==> config.mk <==
export PLATFORM = sky130hd
export DESIGN_NAME = secure_mem_ctrl_flat
export DESIGN_NICKNAME = d
export VERILOG_FILES = /design/src/rtl/secure_mem_ctrl_if.sv /design/src/rtl/secure_mem_ctrl.sv /design/src/flat_wrapper.sv
export SDC_FILE = /design/constraint.sdc
export NUM_CORES = 1
export LEC_CHECK = 0
export ABC_AREA = 1
export CORE_MARGIN = 1.5
export CORE_UTILIZATION = 30
export CTS_BUF_LIST = sky130_fd_sc_hd__clkbuf_4
export CTS_CLUSTER_SIZE = 25
export DETAILED_ROUTE_END_ITERATION = 8
export PLACE_DENSITY = 0.49
export REMOVE_ABC_BUFFERS = 1
export SYNTH_ARGS = -nofsm -noshare
export SYNTH_HDL_FRONTEND = slang
export SYNTH_SLANG_ARGS = --single-unit
==> constraint.sdc <==
create_clock -name clk -period 2.4 [get_ports clk]
set_input_delay 0.36 -clock clk [delete_from_list [all_inputs] [get_ports clk]]
set_output_delay 0.36 -clock clk [all_outputs]
set_load 0.01 [all_outputs]
==> src/rtl/secure_mem_ctrl_if.sv <==
// Request/response bus of secure_mem_ctrl: one request per cycle in, one registered response out.
interface secure_mem_ctrl_if #(
    parameter int DATA_W = 8,
    parameter int ADDR_W = 4
);
    logic              req_valid;
    logic              req_ready;
    logic              req_we;
    logic              req_rom;
    logic [ADDR_W-1:0] req_addr;
    logic [DATA_W-1:0] req_wdata;
    logic              rsp_valid;
    logic [DATA_W-1:0] rsp_data;
    logic              rsp_err;

    modport master (
        output req_valid, req_we, req_rom, req_addr, req_wdata,
        input  req_ready, rsp_valid, rsp_data, rsp_err
    );

    modport slave (
        input  req_valid, req_we, req_rom, req_addr, req_wdata,
        output req_ready, rsp_valid, rsp_data, rsp_err
    );
endinterface

==> src/rtl/secure_mem_ctrl.sv <==
// Key-gated RAM/ROM-region controller with bad-key lockout.
// Optional idle-session timeout is compiled in by defining SECURE_MEM_TIMEOUT_EN.
module secure_mem_ctrl #(
    parameter int              DATA_W      = 8,
    parameter int              ADDR_W      = 4,
    parameter int              KEY_W       = 8,
    parameter logic [KEY_W-1:0] RAM_KEY    = 8'hBF,
    parameter logic [KEY_W-1:0] ROM_KEY    = 8'h3E,
    parameter int              MAX_FAILS   = 3,
    parameter int              LOCK_CYCLES = 16,
    parameter int              TIMEOUT     = 32
) (
    input  logic             clk,
    input  logic             rst,
    input  logic             key_valid,
    input  logic [KEY_W-1:0] key_in,
    input  logic             lock_req,
    secure_mem_ctrl_if.slave bus,
    output logic             sess_ram,
    output logic             sess_rom,
    output logic             locked_out
);
    localparam int DEPTH = 2 ** ADDR_W;
    localparam int FW    = $clog2(MAX_FAILS + 1);
    localparam int LW    = (LOCK_CYCLES > 1) ? $clog2(LOCK_CYCLES) : 1;
    localparam logic [FW-1:0] FAIL_LAST = FW'(MAX_FAILS - 1);
    localparam logic [LW-1:0] LOCK_LAST = LW'(LOCK_CYCLES - 1);

    typedef enum logic [1:0] {IDLE, SESS_RAM, SESS_ROM, LOCKOUT} state_t;

    state_t          state, state_nxt;
    logic [FW-1:0]   fail_cnt, fail_nxt;
    logic [LW-1:0]   lock_cnt, lock_nxt;
    logic [DATA_W-1:0] ram_mem [DEPTH];
    logic [DATA_W-1:0] rom_mem [DEPTH];
    logic              rsp_vld_p1, rsp_err_p1;
    logic [DATA_W-1:0] rsp_data_p1;
    logic              accept, permit;

`ifdef SECURE_MEM_TIMEOUT_EN
    localparam int IW = (TIMEOUT > 1) ? $clog2(TIMEOUT) : 1;
    localparam logic [IW-1:0] IDLE_LAST = IW'(TIMEOUT - 1);
    logic [IW-1:0] idle_cnt, idle_nxt;
`endif

    // Permission is judged on the registered state, i.e. before any same-cycle key/lock event.
    function automatic logic allowed(state_t s, logic we, logic rom);
        if (rom)
            return !we || (s == SESS_ROM);
        return s == SESS_RAM;
    endfunction

    assign accept = bus.req_valid && bus.req_ready;
    assign permit = allowed(state, bus.req_we, bus.req_rom);

    always_ff @(posedge clk or posedge rst) begin
        if (rst) begin
            state    <= IDLE;
            fail_cnt <= '0;
            lock_cnt <= '0;
`ifdef SECURE_MEM_TIMEOUT_EN
            idle_cnt <= '0;
`endif
        end else begin
            state    <= state_nxt;
            fail_cnt <= fail_nxt;
            lock_cnt <= lock_nxt;
`ifdef SECURE_MEM_TIMEOUT_EN
            idle_cnt <= idle_nxt;
`endif
        end
    end

    always_comb begin
        state_nxt = state;
        fail_nxt  = fail_cnt;
        lock_nxt  = lock_cnt;
`ifdef SECURE_MEM_TIMEOUT_EN
        idle_nxt  = idle_cnt;
`endif
        if (state == LOCKOUT) begin
            if (lock_cnt == LOCK_LAST) begin
                state_nxt = IDLE;
                fail_nxt  = '0;
                lock_nxt  = '0;
            end else begin
                lock_nxt = lock_cnt + 1'b1;
            end
        end else begin
`ifdef SECURE_MEM_TIMEOUT_EN
            if (state != IDLE) begin
                if (accept)
                    idle_nxt = '0;
                else if (idle_cnt == IDLE_LAST) begin
                    state_nxt = IDLE;
                    idle_nxt  = '0;
                end else
                    idle_nxt = idle_cnt + 1'b1;
            end
`endif
            // lock_req outranks a key presented in the same cycle.
            if (lock_req) begin
                state_nxt = IDLE;
            end else if (key_valid) begin
                if (key_in == RAM_KEY || key_in == ROM_KEY) begin
                    state_nxt = (key_in == RAM_KEY) ? SESS_RAM : SESS_ROM;
                    fail_nxt  = '0;
`ifdef SECURE_MEM_TIMEOUT_EN
                    idle_nxt  = '0;
`endif
                end else begin
                    state_nxt = (fail_cnt == FAIL_LAST) ? LOCKOUT : IDLE;
                    fail_nxt  = fail_cnt + 1'b1;
                    lock_nxt  = '0;
                end
            end
        end
    end

    always_comb begin
        sess_ram      = (state == SESS_RAM);
        sess_rom      = (state == SESS_ROM);
        locked_out    = (state == LOCKOUT);
        bus.req_ready = (state != LOCKOUT);
    end

    // Memory arrays carry no reset; contents survive rst.
    always_ff @(posedge clk) begin
        if (accept && permit && bus.req_we) begin
            if (bus.req_rom)
                rom_mem[bus.req_addr] <= bus.req_wdata;
            else
                ram_mem[bus.req_addr] <= bus.req_wdata;
        end
    end

    // Response stage: reads see memory as of the accepting edge.
    always_ff @(posedge clk or posedge rst) begin
        if (rst) begin
            rsp_vld_p1  <= 1'b0;
            rsp_err_p1  <= 1'b0;
            rsp_data_p1 <= '0;
        end else begin
            rsp_vld_p1 <= accept;
            rsp_err_p1 <= accept && !permit;
            if (accept && permit && !bus.req_we)
                rsp_data_p1 <= bus.req_rom ? rom_mem[bus.req_addr] : ram_mem[bus.req_addr];
            else
                rsp_data_p1 <= '0;
        end
    end

    assign bus.rsp_valid = rsp_vld_p1;
    assign bus.rsp_err   = rsp_err_p1;
    assign bus.rsp_data  = rsp_data_p1;
endmodule

==> src/flat_wrapper.sv <==
// flat-port wrapper written by rule: the top's interface ports become plain ports
module secure_mem_ctrl_flat 
#(
    parameter int              DATA_W      = 8,
    parameter int              ADDR_W      = 4,
    parameter int              KEY_W       = 8,
    parameter logic [KEY_W-1:0] RAM_KEY    = 8'hBF,
    parameter logic [KEY_W-1:0] ROM_KEY    = 8'h3E,
    parameter int              MAX_FAILS   = 3,
    parameter int              LOCK_CYCLES = 16,
    parameter int              TIMEOUT     = 32
)
  (clk, rst, key_valid, key_in, lock_req, sess_ram, sess_rom, locked_out, bus_req_valid, bus_req_we, bus_req_rom, bus_req_addr, bus_req_wdata, bus_req_ready, bus_rsp_valid, bus_rsp_data, bus_rsp_err);
  secure_mem_ctrl_if #(.DATA_W(DATA_W), .ADDR_W(ADDR_W)) bus_i ();
  input  logic clk;
  input  logic rst;
  input  logic key_valid;
  input  logic [KEY_W-1:0] key_in;
  input  logic lock_req;
  output logic sess_ram;
  output logic sess_rom;
  output logic locked_out;
  input wire logic [$bits(bus_i.req_valid)-1:0] bus_req_valid;
  input wire logic [$bits(bus_i.req_we)-1:0] bus_req_we;
  input wire logic [$bits(bus_i.req_rom)-1:0] bus_req_rom;
  input wire logic [$bits(bus_i.req_addr)-1:0] bus_req_addr;
  input wire logic [$bits(bus_i.req_wdata)-1:0] bus_req_wdata;
  output wire logic [$bits(bus_i.req_ready)-1:0] bus_req_ready;
  output wire logic [$bits(bus_i.rsp_valid)-1:0] bus_rsp_valid;
  output wire logic [$bits(bus_i.rsp_data)-1:0] bus_rsp_data;
  output wire logic [$bits(bus_i.rsp_err)-1:0] bus_rsp_err;
  assign bus_i.req_valid = bus_req_valid;
  assign bus_i.req_we = bus_req_we;
  assign bus_i.req_rom = bus_req_rom;
  assign bus_i.req_addr = bus_req_addr;
  assign bus_i.req_wdata = bus_req_wdata;
  assign bus_req_ready = bus_i.req_ready;
  assign bus_rsp_valid = bus_i.rsp_valid;
  assign bus_rsp_data = bus_i.rsp_data;
  assign bus_rsp_err = bus_i.rsp_err;
  secure_mem_ctrl #(.DATA_W(DATA_W), .ADDR_W(ADDR_W), .KEY_W(KEY_W), .RAM_KEY(RAM_KEY), .ROM_KEY(ROM_KEY), .MAX_FAILS(MAX_FAILS), .LOCK_CYCLES(LOCK_CYCLES), .TIMEOUT(TIMEOUT)) u_core (.clk(clk), .rst(rst), .key_valid(key_valid), .key_in(key_in), .lock_req(lock_req), .bus(bus_i), .sess_ram(sess_ram), .sess_rom(sess_rom), .locked_out(locked_out));
endmodule
# Yosys cells after proc, flatten, opt, wreduce, memory -nomap -nowiden
# Memory sizes are Yosys's and may differ from the RTL's.
# Index checks and enable logic that the tools add are counted.
[op_classes]
n_eq_ne = 11
add_sub_neg = 2
reduce_logical = 14
muxes = 26
[ops]
columns = ["cell", "count"]
rows = [
  ["$mux 2", 11],
  ["$mux 4", 5],
  ["$mux 8", 2],
  ["$eq 8x6->1 const B", 1],
  ["$eq 8x8->1 const B", 1],
  ["$mux 1", 8],
  ["$eq 2x2->1 const B", 3],
  ["$reduce_and 3->1", 2],
  ["$logic_and 1x1->1", 5],
  ["$add 4x1->4 const B", 1],
  ["$eq 4x4->1 const B", 1],
  ["$ne 2x1->1 const B", 2],
  ["$ne 2x2->1 const B", 2],
  ["$reduce_bool 3->1", 1],
  ["$add 2x1->2 const B", 1],
  ["$eq 2x1->1 const B", 1],
  ["$logic_not 1->1", 2],
  ["$logic_or 1x1->1", 2],
  ["$reduce_and 2->1", 1],
  ["$reduce_bool 2->1", 1],
]
[word_totals]
output_inout_bits = 14
inputBits = 27
word_cells = 61
reg_bits = 18
mem_bits_rw = 256
memories = 2
[mem_list]
columns = ["name", "depth", "width", "read_ports", "rd_ports_with_merged_regs", "write_ports", "line_no", "text"]
rows = [
  ["u_core.ram_mem", 16, 8, 1, 0, 1, "secure_mem_ctrl.sv:34", "logic [DATA_W-1:0] ram_mem [DEPTH];"],
  ["u_core.rom_mem", 16, 8, 1, 0, 1, "secure_mem_ctrl.sv:35", "logic [DATA_W-1:0] rom_mem [DEPTH];"],
]

# Longest topological paths before layout
# Gate-level depths: netlist of the first run.
[logic_depth]
word_depth = 8
ltp_mapped = 10
depth_no_buf = 9

# Worst setup path before layout of the first run
# OpenSTA, ideal clock, no wires.
[synth_timing]
kind = "register -> register"
start = "register u_core.state[0]"
end = "memory u_core.ram_mem[10][0], enable pin"
stages_incl_launch_ff = 8
arrival_ns = 1.671
period_less_slack_ns = 2.041
path_buffers = 1
setup_slack_ns = 0.359
setup_ns = 0.370
t_required_ns = 2.030
path_cell_list = "dfrtp_1 inv_1 nor2_1 o22ai_1 nor3_2 nand3_2 buf_2 nor2_1"
[synth_between]
word_cells_on_any_way = 11
cone_classes = "eq/ne (3); mux (4); reduce/logical (4)"
[synth_rtl]
columns = ["item", "line_no", "text"]
rows = [
  ["from (decl)", "secure_mem_ctrl.sv:31", "state_t state, state_nxt;"],
  ["from (signal assigned)", "secure_mem_ctrl.sv:65", "state <= state_nxt;"],
  ["$eq 2x1->1", "--", ""],
  ["named net sess_ram", "flat_wrapper.sv:20", "output logic sess_ram;"],
  ["$mux 1", "secure_mem_ctrl.sv:50", "return s == SESS_RAM;"],
  ["$logic_and 1x1->1 (2 in a row)", "secure_mem_ctrl.sv:129", "if (accept && permit && bus.req_we) begin"],
  ["$mux 1", "secure_mem_ctrl.sv:129", ""],
  ["$mux 1 (implied by the code)", "secure_mem_ctrl.sv:133", "ram_mem[bus.req_addr] <= bus.req_wdata;"],
  ["to (decl)", "secure_mem_ctrl.sv:34", ""],
]
# The timed path passes the listed nets, and every way through them passes these cells. The select of a mux whose other input is x is not followed.

# Final worst setup path of the first run
[layout_timing]
start = "register u_core.state[1]"
end = "output locked_out"
[layout_between]
elab_chain_cells = 1
[layout_lines]
columns = ["item", "line_no", "text"]
rows = [
  ["$eq 2x2->1", "secure_mem_ctrl.sv:123", "locked_out = (state == LOCKOUT);"],
  ["to (decl)", "flat_wrapper.sv:22", "output logic locked_out;"],
]
# No other way between the ends.

==> run_results.csv, run 1 <==
group,metric,value,unit
timing,finalHoldViolCount,0,
floorplanning,ioPinCount,41,
floorplanning,num_rows,70,
yosys,yosys.area.top_type,"edfxtp_1",
finish,area_growth,21.5,%
timing,finalCriticalPeriod,2.27,ns
timing,rsz0062_at_grt,"no",
power_and_ir_drop,p_per_area,764,nW/µm²
drt,routedWlPerCell,18.4,µm
job,max-cap-violations,0,
critical_path,slowest_delay,0.55,ns
timing,period_share,0.945,
worst_hold_path,hp-class,"in2async",
global_route,grt_pass1_vias,8251,
yosys,synthTopCellsByArea,"edfxtp_1, nand2_1, dfrtp_1",
floorplanning,die_x,196,µm
critical_path,startpoint_type,"flip-flop",
finish,nFillCells,3671,
critical_path,critPathBufInv,2,
yosys,synth.most_common_cell,"nand2_1",
power_and_ir_drop,leakage,5.38,nW
timing,drv_slew,0,
global_route,grt_first_pass_wirelength,47700,µm
yosys,synth_cells,1022,
critical_path,reg2reg_slack,0.46,ns
drt,drc,0,
clocking,cts_hold_buffers,0,
clocking,path_clk_slew,0.06,ns
yosys,synth_edf_count,256,
yosys,synthDistinctLibCells,27,
floorplanning,fp.dieArea,38600,µm²
yosys,ys_seq_area_frac,0.725,
yosys,ys_seq_elements,274,
timing,maxClockFrequency,441,MHz
yosys,ys.flop_type,"edfxtp_1",
finish,post-route-util,0.372,
floorplanning,die_h,196,µm
drt,wirelength,30900,µm
drt,ant_nets,0,
outcome,status,"finished clean",
critical_path,critical_path_cell_count,3,
finish,drive_gt1_frac,0.163,
power_and_ir_drop,ir_worst_vdd,0.000262,V
timing,worst_pin_slew,0.843,ns
clocking,clock_path_buffers,3,
global_route,grt_max_degree,42,
critical_path,worstPathArrival,1.91,ns
timing,fin_tns_setup,0,ns
placed_design,dp_hpwl,19300,µm
global_route,grt_use_total,0.166,
critical_path,crit_path_cell_trace,"nand2_2 -> inv_2 -> clkdlybuf4s50_1",
drt,detail_route.iter0.violations,572,
clocking,cts_made_buffers,75,
floorplanning,start_util,0.306,
yosys,synth_commonest_cells,"nand2_1, edfxtp_1, nor2_1, nand3_1, clkbuf_1",
global_route,grt_overflow,0,
critical_path,worstPathRequired,2.04,ns
clocking,htreeDepth,3,
clocking,clock_tree.root_cell,"clkbuf_4",
drt,vias_per_cell,4.65,
timing,fin_worst_skew,0.0467,ns
clocking,insertion_delay,0.72,ns
yosys,mappedNetlistArea,11200,µm²
finish,nNetsFinal,1191,
drt,vias,7842,
yosys,syn_area_per_cell,11.0,µm²
critical_path,critical-path-top-delay-family,"buffers and inverters",
yosys,yosysWarnings,0,
critical_path,end_kind,"output port",
floorplanning,coreArea,36700,µm²
timing,setup_violations,0,
critical_path,critical_path_class,"reg2out",
clocking,tritoncts,"yes",
drt,firstDrtPassIters,5,
placed_design,finalWeightedCongestion,0.838,
timing,slew_headroom,0.438,
critical_path,rr_worst_depth,8,
critical_path,worst-path-max-fanout,8,
yosys,ys_async_sr_fraction,0.0657,
clocking,numClockSinks,274,
global_route,antenna_found_initial,1,
critical_path,crit_slowest_cell,"clkdlybuf4s50_1",
yosys,synth_top_cell_area_share,0.685,
placed_design,port_buffers,40,
## cell usage in the layout, fill, tap and decap left out, types with 2 or more instances in the layout
master | synthesis | final
nand2_1 | 517 | 517
nand3_2 | 2 | 2
clkbuf_4 | 0 | 113
edfxtp_1 | 256 | 256
mux2i_1 | 2 | 2
clkdlybuf4s50_1 | 0 | 39
ha_1 | 2 | 2
nand4_1 | 18 | 18
inv_1 | 18 | 17
dfrtp_1 | 18 | 18
nand3_1 | 39 | 39
bufinv_16 | 0 | 4
inv_2 | 2 | 3
buf_12 | 0 | 8
clkinv_1 | 2 | 14
a21oi_1 | 10 | 10
o22ai_1 | 2 | 2
buf_4 | 8 | 61
nor2_1 | 60 | 59
o21bai_1 | 8 | 8
o21ai_0 | 13 | 13
## power by group
group / switching, mW / leakage, nW / internal, mW / total [mW]
sequential: 0.0148 / 2.54 / 5.25 / 5.27
clock: 1.91 / 0.600 / 2.57 / 4.48
combinational: 0.454 / 2.24 / 0.222 / 0.676
total: 2.38 / 5.38 / 8.04 / 10.4
## stage by stage
step	hold slack [ns]	setup WS [ns]	power (mW)	instances	area, µm²
after global placement	0.462	0.0786	6.05	1553	12600
after detailed placement	0.472	0.0556	6.05	1553	12600
after CTS	0.109	0.0373	10.6	1684	13600
final	0.135	0.132	10.4	1685	13600
after global routing	0.170	0.00368	10.9	1685	13600
after floorplan	0.299	0.0748	5.64	976	11000
## flip-flops by register name, summed over array words and instances (netlist names)
| signal | cells |
|---|---|
| u_core.bus.rsp_valid | 1 |
| u_core.lock_cnt | 4 |
| u_core.ram_mem | 128 |
| u_core.bus.rsp_data | 8 |
| u_core.rom_mem | 128 |
| u_core.fail_cnt | 2 |
| u_core.bus.rsp_err | 1 |
| u_core.state | 2 |
## logic make-up (layout without fill, tap and decap cells)
group / count (synthesis) / count (layout) / synth area share
simple gates: 640 / 640 / 0.225
flops: 274 / 274 / 0.725
buf+inv: 68 / 262 / 0.0271
compound gates: 35 / 35 / 0.0178
fa+ha+maj: 2 / 2 / 0.00223
mux: 2 / 2 / 0.00178
xor+xnor: 1 / 1 / 0.000781
other cells: 0 / 1 / 0
## final cells by class
class	instances	area (µm²)	share of cell area
flip-flops and latches	274	8140	0.597
clock buffers	113	848	0.0622
inverters	22	82.6	0.00606
diodes	1	2.50	0.000184
well taps	468	586	0.0429
clock inverters	18	181	0.0133
repair buffers	109	1010	0.0743
multi-input cells	680	2780	0.204
## path summary, 6_finish.rpt
kind	from	end
setup / recovery	u_core.state[1]	locked_out
hold / removal	rst	u_core.bus.rsp_data[4]
setup reg to reg	u_core.state[1]	u_core.ram_mem[2][7]
hold reg to reg	u_core.fail_cnt[0]	u_core.fail_cnt[0]
max in group asynchronous	rst	u_core.state[0]
min in group clk	bus_req_valid	u_core.bus.rsp_valid
## layer usage
metal | GRT usage | part of all wire | up-vias
li1 | - | - | 3738
met1 | 0.209 | 0.44 | 3814
met2 | 0.276 | 0.49 | 230
met3 | 0.0359 | 0.049 | 60
met4 | 0.0689 | 0.024 | 0
met5 | 0 | 0 | -
## what timing repair did
| action | CTS | global route |
|---|---|---|
| hold endpoints to repair | 0 | 0 |
| endpoints found under the setup margin | 1 | 1 |
| buffers inserted | 0 | 0 |
| resized for setup | 1 | 1 |
Power figures use the tool's default switching activity.
==> run 2, diff against run 1 <==
--- a/config.mk
+++ b/config.mk
@@ -6,5 +6,4 @@
 export NUM_CORES = 1
 export LEC_CHECK = 0
-export ABC_AREA = 1
 export CORE_MARGIN = 1.5
 export CORE_UTILIZATION = 30
@@ -12,4 +11,5 @@
 export CTS_CLUSTER_SIZE = 25
 export DETAILED_ROUTE_END_ITERATION = 8
+export GPL_ROUTABILITY_DRIVEN = 1
 export PLACE_DENSITY = 0.49
 export REMOVE_ABC_BUFFERS = 1
==> constraint.sdc (replaced) <==
create_clock -name clk -period 2.4 [get_ports clk]
set_input_delay 0.48 -clock clk [delete_from_list [all_inputs] [get_ports clk]]
set_output_delay 0.48 -clock clk [all_outputs]
set_load 0.01 [all_outputs]
==> run 2 against run 1 <==
Net effect: the flow now finishes with violations (design-rule violations); via count decreased by 26%; non-clock buffer count decreased by 1; synthesized cell count decreased by 45%; clock power decreased by 9.4%; global-route usage decreased by 2.9 points; critical path type unchanged; worst hold slack improved by 0.10 ns; highest routed layer unchanged; sequential power about the same; wire length decreased by 19%; register-to-register slack improved by 0.06 ns; critical endpoint is now sess_ram; area after synthesis decreased by 3.1%; sequential share of layout area increased by 2.1 points; clock-buffer cell count decreased by 12.
==> run_results.csv, run 2 <==
group,metric,value,unit
job,max-cap-violations,0,
yosys,muxShareOfSynthArea,0.148,
floorplanning,coreArea,35700,µm²
timing,slew_headroom,0.531,
global_route,grt_overflow,0,
finish,drive_gt1_frac,0.333,
floorplanning,die_h,193,µm
yosys,synth_top_family_by_area,"multiplexers",
global_route,grt_first_pass_wirelength,38100,µm
critical_path,worst-path-max-fanout,5,
global_route,grt_max_degree,33,
finish,nNetsFinal,746,
yosys,synth.most_common_cell,"edfxtp_1",
drt,routedWlPerCell,20.4,µm
drt,ant_nets,0,
yosys,ys_seq_elements,274,
power_and_ir_drop,ir_worst_vdd,0.000272,V
yosys,synth_edf_count,256,
clocking,cts_made_buffers,73,
clocking,cts_hold_buffers,0,
timing,worst_pin_slew,0.702,ns
yosys,synth_top_cell_area_share,0.707,
drt,vias,5770,
global_route,grt_pass1_vias,6294,
placed_design,place_worst_setup_slack,0.0728,ns
drt,drc,8,
yosys,synth_cells,563,
timing,finalCriticalPeriod,2.28,ns
timing,period_share,0.952,
clocking,clock_path_buffers,3,
floorplanning,die_x,193,µm
power_and_ir_drop,power,9.93,mW
yosys,yosys.area.top_type,"edfxtp_1",
outcome,status,"complete, but fails checks",
finish,final_common_cell,"edfxtp_1",
yosys,synth_xor_area_frac,0.00161,
drt,firstDrtPassIters,6,
power_and_ir_drop,p_comb_frac,0.061,
power_and_ir_drop,p_per_area,754,nW/µm²
finish,final_cell_mix,"edfxtp_1, clkbuf_4, buf_4, mux4_2, nor2_1",
drt,detail_route.iter0.violations,439,
placed_design,dp.cells,1102,
drt,wirelength,25000,µm
placed_design,port_buffers,40,
power_and_ir_drop,leakage,4.56,nW
global_route,grt_use_total,0.137,
floorplanning,start_util,0.305,
clocking,path_clk_slew,0.07,ns
yosys,ys_async_sr_fraction,0.0657,
yosys,synthTopCellsByArea,"edfxtp_1, mux4_2, dfrtp_1",
timing,setup_ws,0.115,ns
worst_hold_path,hp-class,"in2async",
timing,drv_slew,0,
placed_design,finalWeightedCongestion,0.788,
floorplanning,num_rows,69,
timing,hold_slack,0.238,ns
power_and_ir_drop,pwr-share-clk,0.409,
power_and_ir_drop,p_seq_frac,0.530,
drt,vias_per_cell,4.71,
critical_path,crit_slowest_cell,"clkdlybuf4s50_1",
critical_path,critical_path_class,"reg2out",
timing,fin_worst_skew,0.0359,ns
clocking,insertion_delay,0.65,ns
power_and_ir_drop,power.internal,7.77,mW
placed_design,dp_hpwl,16300,µm
power_and_ir_drop,p_switching,2.16,mW
finish,post-route-util,0.369,
yosys,synthDistinctLibCells,44,
critical_path,worstPathArrival,1.80,ns
yosys,synthAdderAreaFrac,0.00230,
timing,setup_violations,0,
floorplanning,fp.dieArea,37400,µm²
clocking,numClockSinks,274,
floorplanning,ioPinCount,41,
outcome,violations,"design-rule violations",
yosys,synth_compound_area_frac,0.0345,
yosys,ys_seq_area_frac,0.749,
finish,stdcell_count,1224,
power_and_ir_drop,swShare,0.218,
yosys,yosysWarnings,0,
critical_path,slowest_delay,0.54,ns
critical_path,end_kind,"output port",
yosys,ys.flop_type,"edfxtp_1",
critical_path,worstPathRequired,1.92,ns
clocking,clock_tree.root_cell,"clkbuf_4",
yosys,mappedNetlistArea,10900,µm²
yosys,synth_commonest_cells,"edfxtp_1, mux4_2, nor2_1, mux2i_1, nand2_1",
yosys,synthSimpleGateAreaFrac,0.0467,
critical_path,crit_path_cell_trace,"nor2b_2 -> clkdlybuf4s50_1",
finish,area_growth,21.1,%
global_route,antenna_found_initial,1,
yosys,syn_area_per_cell,19.3,µm²
timing,maxClockFrequency,438,MHz
timing,finalHoldViolCount,0,
clocking,tritoncts,"yes",
clocking,htreeDepth,3,
critical_path,startpoint_type,"flip-flop",
[run 2: critical path: cells and delay by family (launching register included)]
family,cells,cell delay [ns]
and+or+nand+nor,1,0.20
DFF,1,0.42
buffers and inverters,1,0.54
[run 2: worst paths after layout]
check / start / endpoint / slack (ns) / cells past startpoint
worst max-delay path: u_core.state[0] / sess_ram / 0.12 / 2
worst min-delay path: rst / u_core.lock_cnt[1] / 0.24 / 2
worst max register to register: u_core.state[1] / u_core.rom_mem[7][1] / 0.52 / 5
worst min register to register: u_core.fail_cnt[0] / u_core.fail_cnt[0] / 0.50 / 1
max in group asynchronous: rst / u_core.state[1] / 1.67 / 2
min in group clk: bus_req_valid / u_core.bus.rsp_err / 0.46 / 2
[run 2: timing repair]
item,CTS,global route
buffers inserted,1,0
pin swaps,0,0
gates cloned,0,0
gates resized for setup,3,2
endpoints found under the setup margin,1,1
[run 2: per-layer routing]
layer,vias to the layer above,global-route usage,part of all wire
met5,-,0,0
met4,0,0.0557,0.020
met3,39,0.0314,0.054
met2,173,0.223,0.49
met1,2925,0.177,0.44
li1,2633,-,-
[run 2: logic make-up after synthesis]
logic type               count (synthesis)
flip-flops                             274
buffers and inverters                   34
AND/OR/NAND/NOR                        107
XOR/XNOR                                 2
AO/OA/AOI/OAI                           47
adder cells (fa/ha/maj)                  2
multiplexers                            97
[run 2: area by class of cell]
class / instances / area (µm²)
timing repair buffer: 108 / 972
fill: 3311 / 22500
antenna: 1 / 2.50
sequential: 274 / 8140
inverter: 5 / 18.8
tap: 461 / 577
multi-input combinational: 255 / 2540
clock buffer: 101 / 758
clock inverter: 19 / 155
[run 2: power by group through the flow]
stage | registers [mW] | logic (mW) | clock network, mW
floorplan | 5.37 | 0.234 | 0
global placement | 5.36 | 0.600 | 0
detailed placement | 5.37 | 0.610 | 0
CTS | 5.26 | 0.615 | 4.22
global route | 5.27 | 0.656 | 4.47
finish | 5.27 | 0.604 | 4.06
[run 2: metrics by stage]
step / cell area [µm²] / setup TNS [ns]
3_3_place_gp: 12200 / 0
4_1_cts: 13200 / 0
6_report: 13200 / 0
5_1_grt: 13200 / -0.00884
3_5_place_dp: 12200 / 0
2_1_floorplan: 10700 / 0
==> run 3, diff against run 2 <==
Settings changed: GPL_ROUTABILITY_DRIVEN 1 to 0.
==> results of run 3 <==
Final layout, timing and power as in run 2 (identical DEF).
